File: src/rtl/mem_arb_pkg.sv
// Shared types and helpers for the memory-stream round-robin arbiter.
// Pure combinational functions; no state lives here.
package mem_arb_pkg;

  typedef logic [5:0] atop_t;

  localparam int unsigned MaxReq  = 32;
  localparam int unsigned MaxReqW = 5;

  // Index width for n requesters, never zero so a 1-bit idx_t always exists.
  function automatic int unsigned idx_width(input int unsigned n);
    return (n > 1) ? $clog2(n) : 1;
  endfunction

  // First set bit of req at or after ptr, wrapping at num; 0 when req is empty.
  function automatic int unsigned rr_pick(input logic [MaxReq-1:0] req,
                                          input int unsigned       ptr,
                                          input int unsigned       num);
    int unsigned pick;
    int unsigned j;
    logic        found;
    pick  = 0;
    found = 1'b0;
    for (int unsigned k = 0; k < MaxReq; k++) begin
      if (k < num && !found) begin
        j = ptr + k;
        if (j >= num) j = j - num;
        if (req[j[MaxReqW-1:0]]) begin
          found = 1'b1;
          pick  = j;
        end
      end
    end
    return pick;
  endfunction

endpackage

File: src/rtl/mem_stream_rr_arbiter_if.sv
// Requester-side and bank-side memory-stream signals of the arbiter.
// slave is the arbiter's view; master is the environment (requesters + bank).
interface mem_stream_rr_arbiter_if #(
  parameter int unsigned NumReq    = 2,
  parameter int unsigned AddrWidth = 32,
  parameter int unsigned DataWidth = 64
);

  logic [NumReq-1:0]               req_i;
  logic [NumReq-1:0]               gnt_o;
  logic [NumReq*AddrWidth-1:0]     addr_i;
  logic [NumReq*DataWidth-1:0]     wdata_i;
  logic [NumReq*DataWidth/8-1:0]   strb_i;
  logic [NumReq*6-1:0]             atop_i;
  logic [NumReq-1:0]               we_i;
  logic [NumReq-1:0]               rvalid_o;
  logic [NumReq*DataWidth-1:0]     rdata_o;

  logic                            mem_req_o;
  logic                            mem_gnt_i;
  logic [AddrWidth-1:0]            mem_addr_o;
  logic [DataWidth-1:0]            mem_wdata_o;
  logic [DataWidth/8-1:0]          mem_strb_o;
  logic [5:0]                      mem_atop_o;
  logic                            mem_we_o;
  logic                            mem_rvalid_i;
  logic [DataWidth-1:0]            mem_rdata_i;

  modport slave (
    input  req_i, addr_i, wdata_i, strb_i, atop_i, we_i,
    output gnt_o, rvalid_o, rdata_o,
    output mem_req_o, mem_addr_o, mem_wdata_o, mem_strb_o, mem_atop_o, mem_we_o,
    input  mem_gnt_i, mem_rvalid_i, mem_rdata_i
  );

  modport master (
    output req_i, addr_i, wdata_i, strb_i, atop_i, we_i,
    input  gnt_o, rvalid_o, rdata_o,
    input  mem_req_o, mem_addr_o, mem_wdata_o, mem_strb_o, mem_atop_o, mem_we_o,
    output mem_gnt_i, mem_rvalid_i, mem_rdata_i
  );

endinterface

File: src/rtl/mem_arb_route_fifo.sv
// Route FIFO of granted requester indices; head visible combinationally, 1-cycle write.
// Push is dropped when full (no same-cycle pop bypass), pop is dropped when empty.
module mem_arb_route_fifo #(
  parameter int unsigned Depth = 2,
  parameter int unsigned Width = 1,
  parameter int unsigned CntW  = $clog2(Depth + 1)
) (
  input  logic             clk_i,
  input  logic             rst_i,
  input  logic             push_i,
  input  logic [Width-1:0] push_dat_i,
  input  logic             pop_i,
  output logic             full_o,
  output logic             empty_o,
  output logic [CntW-1:0]  count_o,
  output logic [Width-1:0] head_o
);

  localparam int unsigned PtrW = (Depth > 1) ? $clog2(Depth) : 1;

  logic [Width-1:0] mem_q [Depth];
  logic [PtrW-1:0]  wr_ptr_q;
  logic [PtrW-1:0]  rd_ptr_q;
  logic [CntW-1:0]  count_q;
  logic             do_push;
  logic             do_pop;

  function automatic logic [PtrW-1:0] next_ptr(input logic [PtrW-1:0] p);
    return (p == PtrW'(Depth - 1)) ? '0 : p + PtrW'(1);
  endfunction

  assign full_o  = (count_q == CntW'(Depth));
  assign empty_o = (count_q == '0);
  assign count_o = count_q;
  assign head_o  = mem_q[rd_ptr_q];

  assign do_push = push_i && !full_o;
  assign do_pop  = pop_i && !empty_o;

  always_ff @(posedge clk_i or posedge rst_i) begin
    if (rst_i) begin
      wr_ptr_q <= '0;
      rd_ptr_q <= '0;
      count_q  <= '0;
      for (int i = 0; i < Depth; i++) mem_q[i] <= '0;
    end else begin
      if (do_push) begin
        mem_q[wr_ptr_q] <= push_dat_i;
        wr_ptr_q        <= next_ptr(wr_ptr_q);
      end
      if (do_pop) rd_ptr_q <= next_ptr(rd_ptr_q);
      // Push and pop together leave the occupancy unchanged.
      case ({do_push, do_pop})
        2'b10:   count_q <= count_q + CntW'(1);
        2'b01:   count_q <= count_q - CntW'(1);
        default: count_q <= count_q;
      endcase
    end
  end

endmodule

File: src/rtl/mem_stream_rr_arbiter.sv
// Round-robin share of one memory-stream bank port; zero-latency grant and response routing.
// Stops requesting when MaxOutst requests are unanswered; responses go back in issue order.
module mem_stream_rr_arbiter
  import mem_arb_pkg::*;
#(
  parameter int unsigned NumReq    = 2,
  parameter int unsigned AddrWidth = 32,
  parameter int unsigned DataWidth = 64,
  parameter int unsigned MaxOutst  = 2
) (
  input  logic                    clk_i,
  input  logic                    rst_i,
  output logic                    busy_o,
  output logic                    err_o,
  mem_stream_rr_arbiter_if.slave  bus
);

  localparam int unsigned IdxW  = idx_width(NumReq);
  localparam int unsigned CntW  = $clog2(MaxOutst + 1);
  localparam int unsigned StrbW = DataWidth / 8;

  typedef logic [IdxW-1:0] idx_t;

  idx_t            rr_ptr_q;
  idx_t            winner;
  idx_t            head;
  logic            full;
  logic            empty;
  logic [CntW-1:0] count;
  logic            can_issue;
  logic            handshake;
  logic            pop;
  logic            err_q;

  assign winner    = idx_t'(rr_pick(MaxReq'(bus.req_i), 32'(rr_ptr_q), NumReq));
  assign can_issue = !full;
  assign handshake = bus.mem_req_o && bus.mem_gnt_i;
  assign pop       = bus.mem_rvalid_i && !empty;

  assign bus.mem_req_o = can_issue && (|bus.req_i);

  // Constant-index mux keeps the payload select free of variable part-selects.
  always_comb begin
    bus.mem_addr_o  = bus.addr_i[AddrWidth-1:0];
    bus.mem_wdata_o = bus.wdata_i[DataWidth-1:0];
    bus.mem_strb_o  = bus.strb_i[StrbW-1:0];
    bus.mem_atop_o  = bus.atop_i[5:0];
    bus.mem_we_o    = bus.we_i[0];
    for (int i = 1; i < NumReq; i++) begin
      if (winner == idx_t'(i)) begin
        bus.mem_addr_o  = bus.addr_i[i*AddrWidth +: AddrWidth];
        bus.mem_wdata_o = bus.wdata_i[i*DataWidth +: DataWidth];
        bus.mem_strb_o  = bus.strb_i[i*StrbW +: StrbW];
        bus.mem_atop_o  = atop_t'(bus.atop_i[i*6 +: 6]);
        bus.mem_we_o    = bus.we_i[i];
      end
    end
  end

  always_comb begin
    bus.gnt_o    = '0;
    bus.rvalid_o = '0;
    for (int i = 0; i < NumReq; i++) begin
      bus.gnt_o[i]    = handshake && (winner == idx_t'(i));
      bus.rvalid_o[i] = pop && (head == idx_t'(i));
    end
  end

  assign bus.rdata_o = {NumReq{bus.mem_rdata_i}};

  mem_arb_route_fifo #(
    .Depth (MaxOutst),
    .Width (IdxW)
  ) i_route_fifo (
    .clk_i      (clk_i),
    .rst_i      (rst_i),
    .push_i     (handshake),
    .push_dat_i (winner),
    .pop_i      (pop),
    .full_o     (full),
    .empty_o    (empty),
    .count_o    (count),
    .head_o     (head)
  );

  // Pointer moves past the winner only on an accepted request, so a stalled bank holds priority.
  always_ff @(posedge clk_i or posedge rst_i) begin
    if (rst_i) begin
      rr_ptr_q <= '0;
    end else if (handshake) begin
      rr_ptr_q <= (winner == idx_t'(NumReq - 1)) ? '0 : winner + idx_t'(1);
    end
  end

  always_ff @(posedge clk_i or posedge rst_i) begin
    if (rst_i) begin
      err_q <= 1'b0;
    end else if (bus.mem_rvalid_i && empty) begin
      err_q <= 1'b1;
    end
  end

  assign err_o  = err_q;
  assign busy_o = (count != '0);

endmodule

File: src/flat_wrapper.sv
// flat-port wrapper written by rule: the top's interface ports become plain ports
module mem_stream_rr_arbiter_flat import mem_arb_pkg::*;
#(
  parameter int unsigned NumReq    = 2,
  parameter int unsigned AddrWidth = 32,
  parameter int unsigned DataWidth = 64,
  parameter int unsigned MaxOutst  = 2
)
  (clk_i, rst_i, busy_o, err_o, bus_req_i, bus_addr_i, bus_wdata_i, bus_strb_i, bus_atop_i, bus_we_i, bus_gnt_o, bus_rvalid_o, bus_rdata_o, bus_mem_req_o, bus_mem_addr_o, bus_mem_wdata_o, bus_mem_strb_o, bus_mem_atop_o, bus_mem_we_o, bus_mem_gnt_i, bus_mem_rvalid_i, bus_mem_rdata_i);
  mem_stream_rr_arbiter_if #(.NumReq(NumReq), .AddrWidth(AddrWidth), .DataWidth(DataWidth)) bus_i ();
  input  logic clk_i;
  input  logic rst_i;
  output logic busy_o;
  output logic err_o;
  input wire logic [$bits(bus_i.req_i)-1:0] bus_req_i;
  input wire logic [$bits(bus_i.addr_i)-1:0] bus_addr_i;
  input wire logic [$bits(bus_i.wdata_i)-1:0] bus_wdata_i;
  input wire logic [$bits(bus_i.strb_i)-1:0] bus_strb_i;
  input wire logic [$bits(bus_i.atop_i)-1:0] bus_atop_i;
  input wire logic [$bits(bus_i.we_i)-1:0] bus_we_i;
  output wire logic [$bits(bus_i.gnt_o)-1:0] bus_gnt_o;
  output wire logic [$bits(bus_i.rvalid_o)-1:0] bus_rvalid_o;
  output wire logic [$bits(bus_i.rdata_o)-1:0] bus_rdata_o;
  output wire logic [$bits(bus_i.mem_req_o)-1:0] bus_mem_req_o;
  output wire logic [$bits(bus_i.mem_addr_o)-1:0] bus_mem_addr_o;
  output wire logic [$bits(bus_i.mem_wdata_o)-1:0] bus_mem_wdata_o;
  output wire logic [$bits(bus_i.mem_strb_o)-1:0] bus_mem_strb_o;
  output wire logic [$bits(bus_i.mem_atop_o)-1:0] bus_mem_atop_o;
  output wire logic [$bits(bus_i.mem_we_o)-1:0] bus_mem_we_o;
  input wire logic [$bits(bus_i.mem_gnt_i)-1:0] bus_mem_gnt_i;
  input wire logic [$bits(bus_i.mem_rvalid_i)-1:0] bus_mem_rvalid_i;
  input wire logic [$bits(bus_i.mem_rdata_i)-1:0] bus_mem_rdata_i;
  assign bus_i.req_i = bus_req_i;
  assign bus_i.addr_i = bus_addr_i;
  assign bus_i.wdata_i = bus_wdata_i;
  assign bus_i.strb_i = bus_strb_i;
  assign bus_i.atop_i = bus_atop_i;
  assign bus_i.we_i = bus_we_i;
  assign bus_gnt_o = bus_i.gnt_o;
  assign bus_rvalid_o = bus_i.rvalid_o;
  assign bus_rdata_o = bus_i.rdata_o;
  assign bus_mem_req_o = bus_i.mem_req_o;
  assign bus_mem_addr_o = bus_i.mem_addr_o;
  assign bus_mem_wdata_o = bus_i.mem_wdata_o;
  assign bus_mem_strb_o = bus_i.mem_strb_o;
  assign bus_mem_atop_o = bus_i.mem_atop_o;
  assign bus_mem_we_o = bus_i.mem_we_o;
  assign bus_i.mem_gnt_i = bus_mem_gnt_i;
  assign bus_i.mem_rvalid_i = bus_mem_rvalid_i;
  assign bus_i.mem_rdata_i = bus_mem_rdata_i;
  mem_stream_rr_arbiter #(.NumReq(NumReq), .AddrWidth(AddrWidth), .DataWidth(DataWidth), .MaxOutst(MaxOutst)) u_core (.clk_i(clk_i), .rst_i(rst_i), .busy_o(busy_o), .err_o(err_o), .bus(bus_i));
endmodule
File: config.mk
export PLATFORM = sky130hd
export DESIGN_NAME = mem_stream_rr_arbiter_flat
export DESIGN_NICKNAME = d
export VERILOG_FILES = /design/src/rtl/mem_arb_pkg.sv /design/src/rtl/mem_stream_rr_arbiter_if.sv /design/src/rtl/mem_arb_route_fifo.sv /design/src/rtl/mem_stream_rr_arbiter.sv /design/src/flat_wrapper.sv
export SDC_FILE = /design/constraint.sdc
export NUM_CORES = 1
export LEC_CHECK = 0
export ABC_AREA = 1
export BUFFER_PORTS_ARGS = -buffer_cell sky130_fd_sc_hd__buf_2
export CORE_AREA = 3 3 209 211
export CTS_CLUSTER_SIZE = 20
export DETAILED_ROUTE_END_ITERATION = 8
export DIE_AREA = 0 0 212 214
export PLACE_DENSITY = 0.3
export SLEW_MARGIN = 15
export SYNTH_ARGS = -nofsm -noshare
export SYNTH_HDL_FRONTEND = slang
export SYNTH_HIERARCHICAL = 1
export SYNTH_SLANG_ARGS = --single-unit
File: constraint.sdc
create_clock -name clk_i -period 1.7 [get_ports clk_i]
set_input_delay 0.17 -clock clk_i [delete_from_list [all_inputs] [get_ports clk_i]]
set_output_delay 0.17 -clock clk_i [all_outputs]
set_load 0.05 [all_outputs]
# After elaboration in Yosys (flattened, before gate mapping)
# Index checks and enable logic that the tools add are counted.
# Widths: inputs -> output; s select.
totals:
  ff_bits: 8
  input_bits: 292
  elab_cells: 72
classes:
  addsub: 8
  magnitude_cmp: 7
  n_eq_ne: 3
  mux: 26
  bitwise_logic: 4
  reduce_logical: 17
op_table:
  columns: ["op", "n"]
  rows:
  - ["$mux 64", 1]
  - ["$ge 32x2->1 const B", 1]
  - ["$mux 32", 1]
  - ["$mux 5", 3]
  - ["$mux 1", 14]
  - ["$lt 5x6->1 const B", 2]
  - ["$logic_and 1x1->1", 11]
  - ["$bmux 1 s5", 2]
  - ["$mux 8", 1]
  - ["$mux 6", 1]
  - ["$eq 2x2->1 const B", 2]
  - ["$ge 2x2->1 const B", 2]
  - ["$not 1->2", 2]
  - ["$pmux 2 s2", 1]
  - ["$reduce_bool 2->1", 2]
  - ["$add 1x1->1 const B", 3]
  - ["$sub 1x2->3 const B", 1]
  - ["$sub 2x2->3 const B", 1]
  - ["$add 1x1->2 const B", 1]
  - ["$add 2x1->2 const B", 1]
  - ["$bwmux 2", 1]
  - ["$eq 2x1->1 const B", 1]
  - ["$ge 1x2->1 const B", 1]
  - ["$logic_not 1->1", 2]
  - ["6 further kinds", 7]

# Logic depth before layout (Yosys ltp)
# Gate-level depths: netlist of run 1.
depth:
  word_depth: 12
  depth_mapped: 13
  ltp_nobuf: 13

# By module
# Netlist of run 1, hierarchy kept.
modules_own_cells:
  columns: ["module", "instances", "cells_per_inst", "area_each_um2", "seq_area_each_um2"]
  rows:
  - ["mem_stream_rr_arbiter", 1, 511, 2562.5, 50.0]
  - ["mem_arb_route_fifo", 1, 43, 329.1, 150.1]

# Worst setup path after synthesis of run 1
# OpenSTA, ideal clock, no wires.
synth_timing:
  path_type: "register to output"
  start: "register u_core.i_route_fifo.count_q[0], in the netlist u_core/i_route_fifo/count_o[0]"
  end: "output bus_gnt_o[0]"
  t_arrival_ns: 1.812
  t_required_ns: 1.530
  path_slack_ns: -0.282
  path_stages_with_launch: 7
  path_cell_list: "dfrtp_1 > inv_2 > nand2_4 > inv_1 > nor2_1 > nand3_1 > inv_1"
synth_between:
  elab_chain_len: 5
synth_rtl:
  columns: ["element", "line_no", "text"]
  rows:
  - ["start: declaration", "mem_arb_route_fifo.sv:24", "logic [CntW-1:0] count_q;"]
  - ["start signal: assignment", "mem_arb_route_fifo.sv:54", "2'b10: count_q <= count_q + CntW'(1);"]
  - ["start signal: assignment", "mem_arb_route_fifo.sv:55", "2'b01: count_q <= count_q - CntW'(1);"]
  - ["start signal: assignment", "mem_arb_route_fifo.sv:56", "default: count_q <= count_q;"]
  - ["$eq 2x2->1", "mem_arb_route_fifo.sv:32", "assign full_o = (count_q == CntW'(Depth));"]
  - ["named net u_core.full", "mem_stream_rr_arbiter.sv:27", "logic full;"]
  - ["$logic_not 1->1", "mem_stream_rr_arbiter.sv:36", "assign can_issue = !full;"]
  - ["$logic_and 1x1->1", "mem_stream_rr_arbiter.sv:40", "assign bus.mem_req_o = can_issue && (|bus.req_i);"]
  - ["named net bus_mem_req_o", "flat_wrapper.sv:24", "output wire logic [$bits(bus_i.mem_req_o)-1:0] bus_mem_req_o;"]
  - ["$logic_and 1x1->1", "mem_stream_rr_arbiter.sv:37", "assign handshake = bus.mem_req_o && bus.mem_gnt_i;"]
  - ["$logic_and 1x1->1", "mem_stream_rr_arbiter.sv:64", "bus.gnt_o[i] = handshake && (winner == idx_t'(i));"]
  - ["end: declaration", "flat_wrapper.sv:21", "output wire logic [$bits(bus_i.gnt_o)-1:0] bus_gnt_o;"]
# The timed path passes the listed nets, and every way through them passes these cells.

# Worst setup path in the final report of run 1
layout_timing:
  start: "register u_core.rr_ptr_q"
  end: "output bus_mem_wdata_o[40]"
layout_between:
  elab_chain_len: 9
  word_cells_on_any_way: 17
  classes_between: "add/sub: 3; order compare: 2; mux: 12"
layout_rtl:
  columns: ["element", "line_no", "text"]
  rows:
  - ["start: declaration", "mem_stream_rr_arbiter.sv:24", "idx_t rr_ptr_q;"]
  - ["start signal: assignment", "mem_stream_rr_arbiter.sv:91", "rr_ptr_q <= (winner == idx_t'(NumReq - 1)) ? '0 : winner + idx_t'(1);"]
  - ["$add 1x1->2", "mem_arb_pkg.sv:26", "j = ptr + k;"]
  - ["$ge 32x2->1 or $sub 2x2->3 (tied branches)", "mem_arb_pkg.sv:27", "if (j >= num) j = j - num;"]
  - ["$mux 5", "mem_arb_pkg.sv:27", null]
  - ["$mux 5", "mem_arb_pkg.sv:25", "if (k < num && !found) begin"]
  - ["$bmux 1 s5", "mem_arb_pkg.sv:28", "if (req[j[MaxReqW-1:0]]) begin"]
  - ["$mux 1 (implied by the code)", "mem_arb_pkg.sv:28", null]
  - ["$mux 1", "mem_arb_pkg.sv:28", null]
  - ["$mux 1 *", "mem_arb_pkg.sv:25", null]
  - ["$mux 64 *", "mem_stream_rr_arbiter.sv:50", "if (winner == idx_t'(i)) begin"]
  - ["end: declaration", "flat_wrapper.sv:26", "output wire logic [$bits(bus_i.mem_wdata_o)-1:0] bus_mem_wdata_o;"]
# Every way passes the cells marked *; elsewhere a longest branch is shown, timed or not. The select of a mux whose other input is x is not followed.

==> results of run 1 <==
==> how the worst max path moves through the flow <==
stage	slack (ps)	cells past startpoint	start	end
finish	-10	9	u_core/rr_ptr_q	bus_mem_wdata_o[40]
global route	-90	8	u_core/rr_ptr_q	bus_mem_wdata_o[16]
CTS	-20	8	u_core/rr_ptr_q	bus_mem_wdata_o[7]
detailed placement	110	8	u_core/rr_ptr_q	bus_mem_addr_o[16]
global placement	100	8	u_core/rr_ptr_q	bus_mem_addr_o[16]
floorplan	-10	6	u_core/i_route_fifo/count_o[0]	bus_gnt_o[0]
==> what timing repair did <==
item / 4_1_cts / 5_1_grt
pin swaps: 0 / 25
buffers inserted: 0 / 5
endpoints found under the setup margin: 111 / 116
hold buffers: 1 / 0
cloned: 1 / 9
gates resized for setup: 136 / 186
endpoints found under the hold margin: 8 / 0
==> state kept, by name, indices dropped and copies added, names as in the netlist <==
name / flops
u_core/i_route_fifo/rd_ptr_q: 1
u_core/err_o: 1
u_core/rr_ptr_q: 1
u_core/i_route_fifo/count_o: 2
u_core/i_route_fifo/mem_q: 2
u_core/i_route_fifo/wr_ptr_q: 1
==> Yosys cell counts, types with 2 or more instances <==
library cell	number	area [um2]
inv_1	17	63.8
nand4_1	3	18.8
nand3_1	5	25.0
nand2_1	352	1320
nor2_1	4	15.0
dfrtp_1	8	200
nand2_2	2	12.5
buf_6	9	101
inv_2	2	7.51
buf_4	136	1020
buf_2	6	30.0
==> placed cells by master (no fill, tap or decap) <==
master	Yosys	routed
dfrtp_2	0	1
nand3b_1	1	1
dfrtp_1	8	7
o21ai_0	1	1
dlygate4sd3_1	0	1
nand4_1	3	3
nand2_1	352	289
nand3_1	5	5
nor3b_2	0	1
nor2_1	4	3
buf_16	0	5
nand2_8	0	1
buf_12	0	11
buf_6	9	90
clkbuf_16	0	8
ha_1	1	1
xnor2_1	1	1
inv_2	2	2
buf_4	136	10
buf_8	0	17
nand2_4	1	11
a21o_1	1	1
buf_2	6	232
inv_1	17	16
clkbuf_4	0	1
or2_2	1	1
nor2_2	0	1
nand2_2	2	54
inv_16	0	1
nor3_2	0	1
==> report_power, final <==
group	switching, mW	internal (mW)
Sequential	0.0677	0.282
Combinational	3.22	1.93
Clock	0.0949	0.304
Total	3.39	2.51
==> final cells by class <==
class / instances / area share
clock buffers: 3 / 0.0131
inverters: 19 / 0.0153
multi-input cells: 375 / 0.296
flip-flops and latches: 8 / 0.0351
well taps: 539 / 0.117
repair buffers: 372 / 0.523
==> per-stage QoR <==
step                      worst slack, ps  setup TNS (ps)  area [um2]
after detailed placement              113               0        4360
after floorplan                     -15.0           -15.0        2900
after CTS                           -21.6           -45.8        4850
final                               -11.6           -26.1        5740
after global placement                101               0        4360
after global routing                -87.4           -3820        5740
==> kinds of logic (layout without fill, tap and decap cells) <==
logic type	after synthesis	after routing	synth area share
AND/OR/NAND/NOR	371	371	0.495
buffers and inverters	171	394	0.424
flip-flops	8	8	0.0692
AO/OA/AOI/OAI	2	2	0.00433
adder cells (fa/ha/maj)	1	1	0.00433
XOR/XNOR	1	1	0.00303
==> routing by layer <==
metal / global-route usage / up-vias / part of all wire
li1: - / 1963 / -
met1: 0.0530 / 1715 / 0.35
met2: 0.111 / 358 / 0.48
met3: 0.0284 / 34 / 0.15
met4: 0.0150 / 6 / 0.019
met5: 0 / - / 0.0027
==> critical path, delay by kind of cell (launching register included) <==
family / cells / cell delay [ps]
buf+inv: 5 / 580
flops: 1 / 380
simple gates: 4 / 320
==> flow_summary.json, run 1 <==
{
  "status": "finished with violations",
  "violations": "negative setup slack",
  "cts_buffer_depth": 2,
  "setup_viol": 4,
  "fmax_ghz": 0.584,
  "multi_input_area_um2": 1700,
  "maxCapViolations": 0,
  "cp-end-kind": "primary output",
  "tritoncts.num_buffers": 3,
  "r2r_slack_ps": 160,
  "io_pins": 538,
  "hold_depth": 2,
  "synth_ff_type": "dfrtp_1",
  "leakage_nw": 3.25,
  "die_area_um2": 45400,
  "yosys_warnings": 6,
  "cp-start-kind": "register",
  "grt_pass1_vias": 3836,
  "holdPathEnd": "u_core/err_o",
  "synth_nets": 847,
  "required_ps": 1530,
  "arrival_ps": 1540,
  "rsz0062_at_grt": "yes",
  "crit_top_cell": "nand2_2",
  "period_needed_ps": 1710,
  "period_share": 1.01,
  "syn_to_final_growth_pct": 98.6,
  "num_vias": 4076,
  "path_cells": "inv_2 > nand2_4 > nand2_8 > inv_16 > buf_12 > clkbuf_16 > nand2_2 > nand2_2 > buf_6",
  "clk_pin_slew_worst_paths_ps": 40,
  "synth-seq-area-share": 0.0692,
  "ff2ff_path_depth": 11,
  "globalplace.congestion": 0.757,
  "grt_max_degree": 42,
  "ys_types": 21,
  "finalHoldViolCount": 0,
  "grtUsageTotal": 0.0576,
  "fin_cells": 1316,
  "dpl.hpwl_mm": 12.5,
  "drt_iter0_drc": 167,
  "async_flop_share": 1.00,
  "fp.dieH_um": 214,
  "syn_area_um2": 2890,
  "critPathMaxStageDelay_ps": 380,
  "cts-htree-levels": 1,
  "cts_tree": "done",
  "viasPerCell": 3.10,
  "drc": 0,
  "start_util": 0.0689,
  "antenna_found_initial": 5,
  "slowest_stage": "dfrtp_1",
  "relSlewSlack": 0.820,
  "worst-path-max-fanout": 7,
  "power_density_nw_per_um2": 1030,
  "clock_skew_ps": 0.315,
  "netlist_instances": 554,
  "antennaDiodeCount": 0,
  "final_core_util": 0.137,
  "drive_above_1_share": 0.577,
  "drt_first_pass_iters": 4,
  "seq_area_um2": 201,
  "min_from": "bus_mem_rvalid_i",
  "fin_ws_ps": -11.6,
  "critPathKind": "reg -> out",
  "fillers": 4876,
  "port_buffers": 345,
  "tightest_slew_ps": 268,
  "slew_viol_final": 0,
  "ir_drop_uv": 332,
  "wl_per_cell_um": 12.9,
  "hold_slack_ps": 167,
  "dp.cells": 1297,
  "finalPower_mw": 5.90,
  "r2r_end": "u_core/i_route_fifo/count_o[1]",
  "grt_overflow": 0,
  "grt_first_pass_wirelength_mm": 20.3,
  "synth_enable_flop_cells": 0,
  "cts_sinks": 8,
  "row_count": 75,
  "synth.ff_latch_count": 8,
  "syn_area_per_cell_um2": 5.22,
  "cts_root_buf": "clkbuf_16",
  "ant_nets": 0,
  "r2r_start": "u_core/i_route_fifo/count_o[1]",
  "routed_wl_mm": 16.9,
  "core-area_um2": 41900,
  "chipWidth_um": 212,
  "final_nets": 1072,
  "holdCritPathClass": "in -> reg",
  "clock_latency_ps": 230
}
Note: power is estimated with default switching activity, not from simulation.
==> inputs of run 2 (changes only) <==
==> constraint.sdc (replaced) <==
create_clock -name clk_i -period 1.7 [get_ports clk_i]
set_input_delay 0.51 -clock clk_i [delete_from_list [all_inputs] [get_ports clk_i]]
set_output_delay 0.51 -clock clk_i [all_outputs]
set_load 0.05 [all_outputs]
==> flow_summary.json, run 2 (synthesis gave the netlist of run 1 again) <==
{
  "cts_tree": "done",
  "ant_nets": 0,
  "cts_sinks": 8,
  "drt_first_pass_iters": 6,
  "drc": 0,
  "holdCritPathClass": "in -> async",
  "chipWidth_um": 212,
  "drive_above_1_share": 0.748,
  "r2r_start": "u_core/i_route_fifo/count_o[1]",
  "slew_viol_final": 0,
  "relSlewSlack": 0.830,
  "final_nets": 1086,
  "tritoncts.num_buffers": 3,
  "power_density_nw_per_um2": 1020,
  "io_pins": 538,
  "cp-end-kind": "primary output",
  "antenna_found_initial": 3,
  "clock_skew_ps": 2.86,
  "wl_per_cell_um": 14.3,
  "tightest_slew_ps": 254,
  "status": "finished with violations",
  "grt_overflow": 0,
  "globalplace.congestion": 0.702,
  "viasPerCell": 3.10,
  "arrival_ps": 1590,
  "setup_viol": 116,
  "rsz0062_at_grt": "yes",
  "grt_max_degree": 31,
  "fmax_ghz": 0.476,
  "cts-htree-levels": 1,
  "violations": "negative setup slack",
  "syn_to_final_growth_pct": 140,
  "die_area_um2": 45400,
  "grt_pass1_vias": 4368,
  "clock_latency_ps": 230,
  "r2r_end": "u_core/i_route_fifo/count_o[1]",
  "fin_ws_ps": -402,
  "ctsHoldBuffers": 0,
  "clk_pin_slew_worst_paths_ps": 40,
  "core-area_um2": 41900,
  "period_share": 1.24,
  "num_vias": 4126,
  "row_count": 75,
  "start_util": 0.0689,
  "port_buffers": 345,
  "finalHoldViolCount": 0,
  "mostFrequentLayoutCell": "buf_2",
  "ff2ff_path_depth": 13,
  "drt_iter0_drc": 139,
  "final_cell_mix": "buf_2, nand2_1, nand2_4, nand2_2, buf_8",
  "cts_buffer_depth": 2,
  "fp.dieH_um": 214,
  "cp-start-kind": "register",
  "worst-path-max-fanout": 13,
  "required_ps": 1190,
  "fin_setup_tns_ps": -39050,
  "period_needed_ps": 2100,
  "cts_root_buf": "clkbuf_16",
  "final_core_util": 0.166,
  "critPathKind": "reg -> out",
  "dpl.hpwl_mm": 13.4,
  "grtUsageTotal": 0.0755,
  "routed_wl_mm": 19.1,
  "grt_first_pass_wirelength_mm": 26.0,
  "ir_drop_uv": 309,
  "r2r_slack_ps": 110,
  "maxCapViolations": 0,
  "leakage_nw": 3.58
}
==> run 2: cell types whose count changed in the layout (fill, tap and decap cells not counted), sizes merged <==
cell,delta
clkbuf,-4
diode,+2
buf,+18
bufbuf,+1
dlygate4sd3,-1
==> run 2: metrics by stage <==
stage / setup slack (ps) / hold WS [ps] / total power [mW] / std cells / cell area [um2]
after floorplan: -173 / 251 / 4.52 / 554 / 3620
after CTS: -479 / 159 / 7.08 / 1328 / 6820
after global placement: -542 / 405 / 4.93 / 1304 / 5130
after global routing: -482 / 169 / 7.48 / 1331 / 6940
after detailed placement: -538 / 408 / 4.91 / 1304 / 5130
final: -402 / 159 / 7.08 / 1332 / 6940
==> run 2: critical path, cell delays in order (launching register included) <==
cell     delay [ps]
dfrtp_1         390
inv_2            80
nand2_4          60
nand2_8         140
inv_16           80
buf_4           150
buf_16          150
nand2_1         100
nand2_4          50
buf_6           140
==> run 2: repair_timing <==
item	CTS	global route
pin swaps	18	8
cloned	12	2
hold endpoints to repair	0	0
setup buffers	9	1
endpoints found under the setup margin	118	118
gates resized for setup	374	34
==> run 2: where the power goes <==
group	switching, mW	internal (mW)	leakage [nW]
registers	0.0702	0.281	0.0932
logic	3.73	2.60	3.45
clock network	0.0923	0.303	0.0370
==> run 2: per-layer routing <==
layer / wire, um / vias to the layer above / track usage / share of wire
li1: - / 1998 / - / -
met1: 6870 / 1755 / 0.0812 / 0.36
met2: 9650 / 368 / 0.140 / 0.51
met3: 2520 / 5 / 0.0319 / 0.13
met4: 32 / 0 / 0.00848 / 0.0017
met5: 0 / - / 0.00539 / 0
==> run 2: worst max-delay path by stage <==
stage / startpoint / endpoint / slack (ps) / depth (start not counted)
finish: u_core/rr_ptr_q / bus_mem_wdata_o[41] / -400 / 9
global route: u_core/rr_ptr_q / bus_mem_wdata_o[18] / -480 / 8
CTS: u_core/rr_ptr_q / bus_mem_wdata_o[53] / -480 / 9
detailed placement: bus_req_i[0] / bus_mem_addr_o[29] / -540 / 8
global placement: bus_req_i[0] / bus_mem_wdata_o[8] / -540 / 8
floorplan: u_core/i_route_fifo/count_o[0] / bus_gnt_o[0] / -170 / 6
==> run 2: area by class of cell <==
class	instances	area, um2
tap	539	674
clock buffer	3	75.1
fill	4783	35000
inverter	19	92.6
antenna	2	5.00
multi-input combinational	375	2490
timing repair buffer	386	3400
sequential	8	201
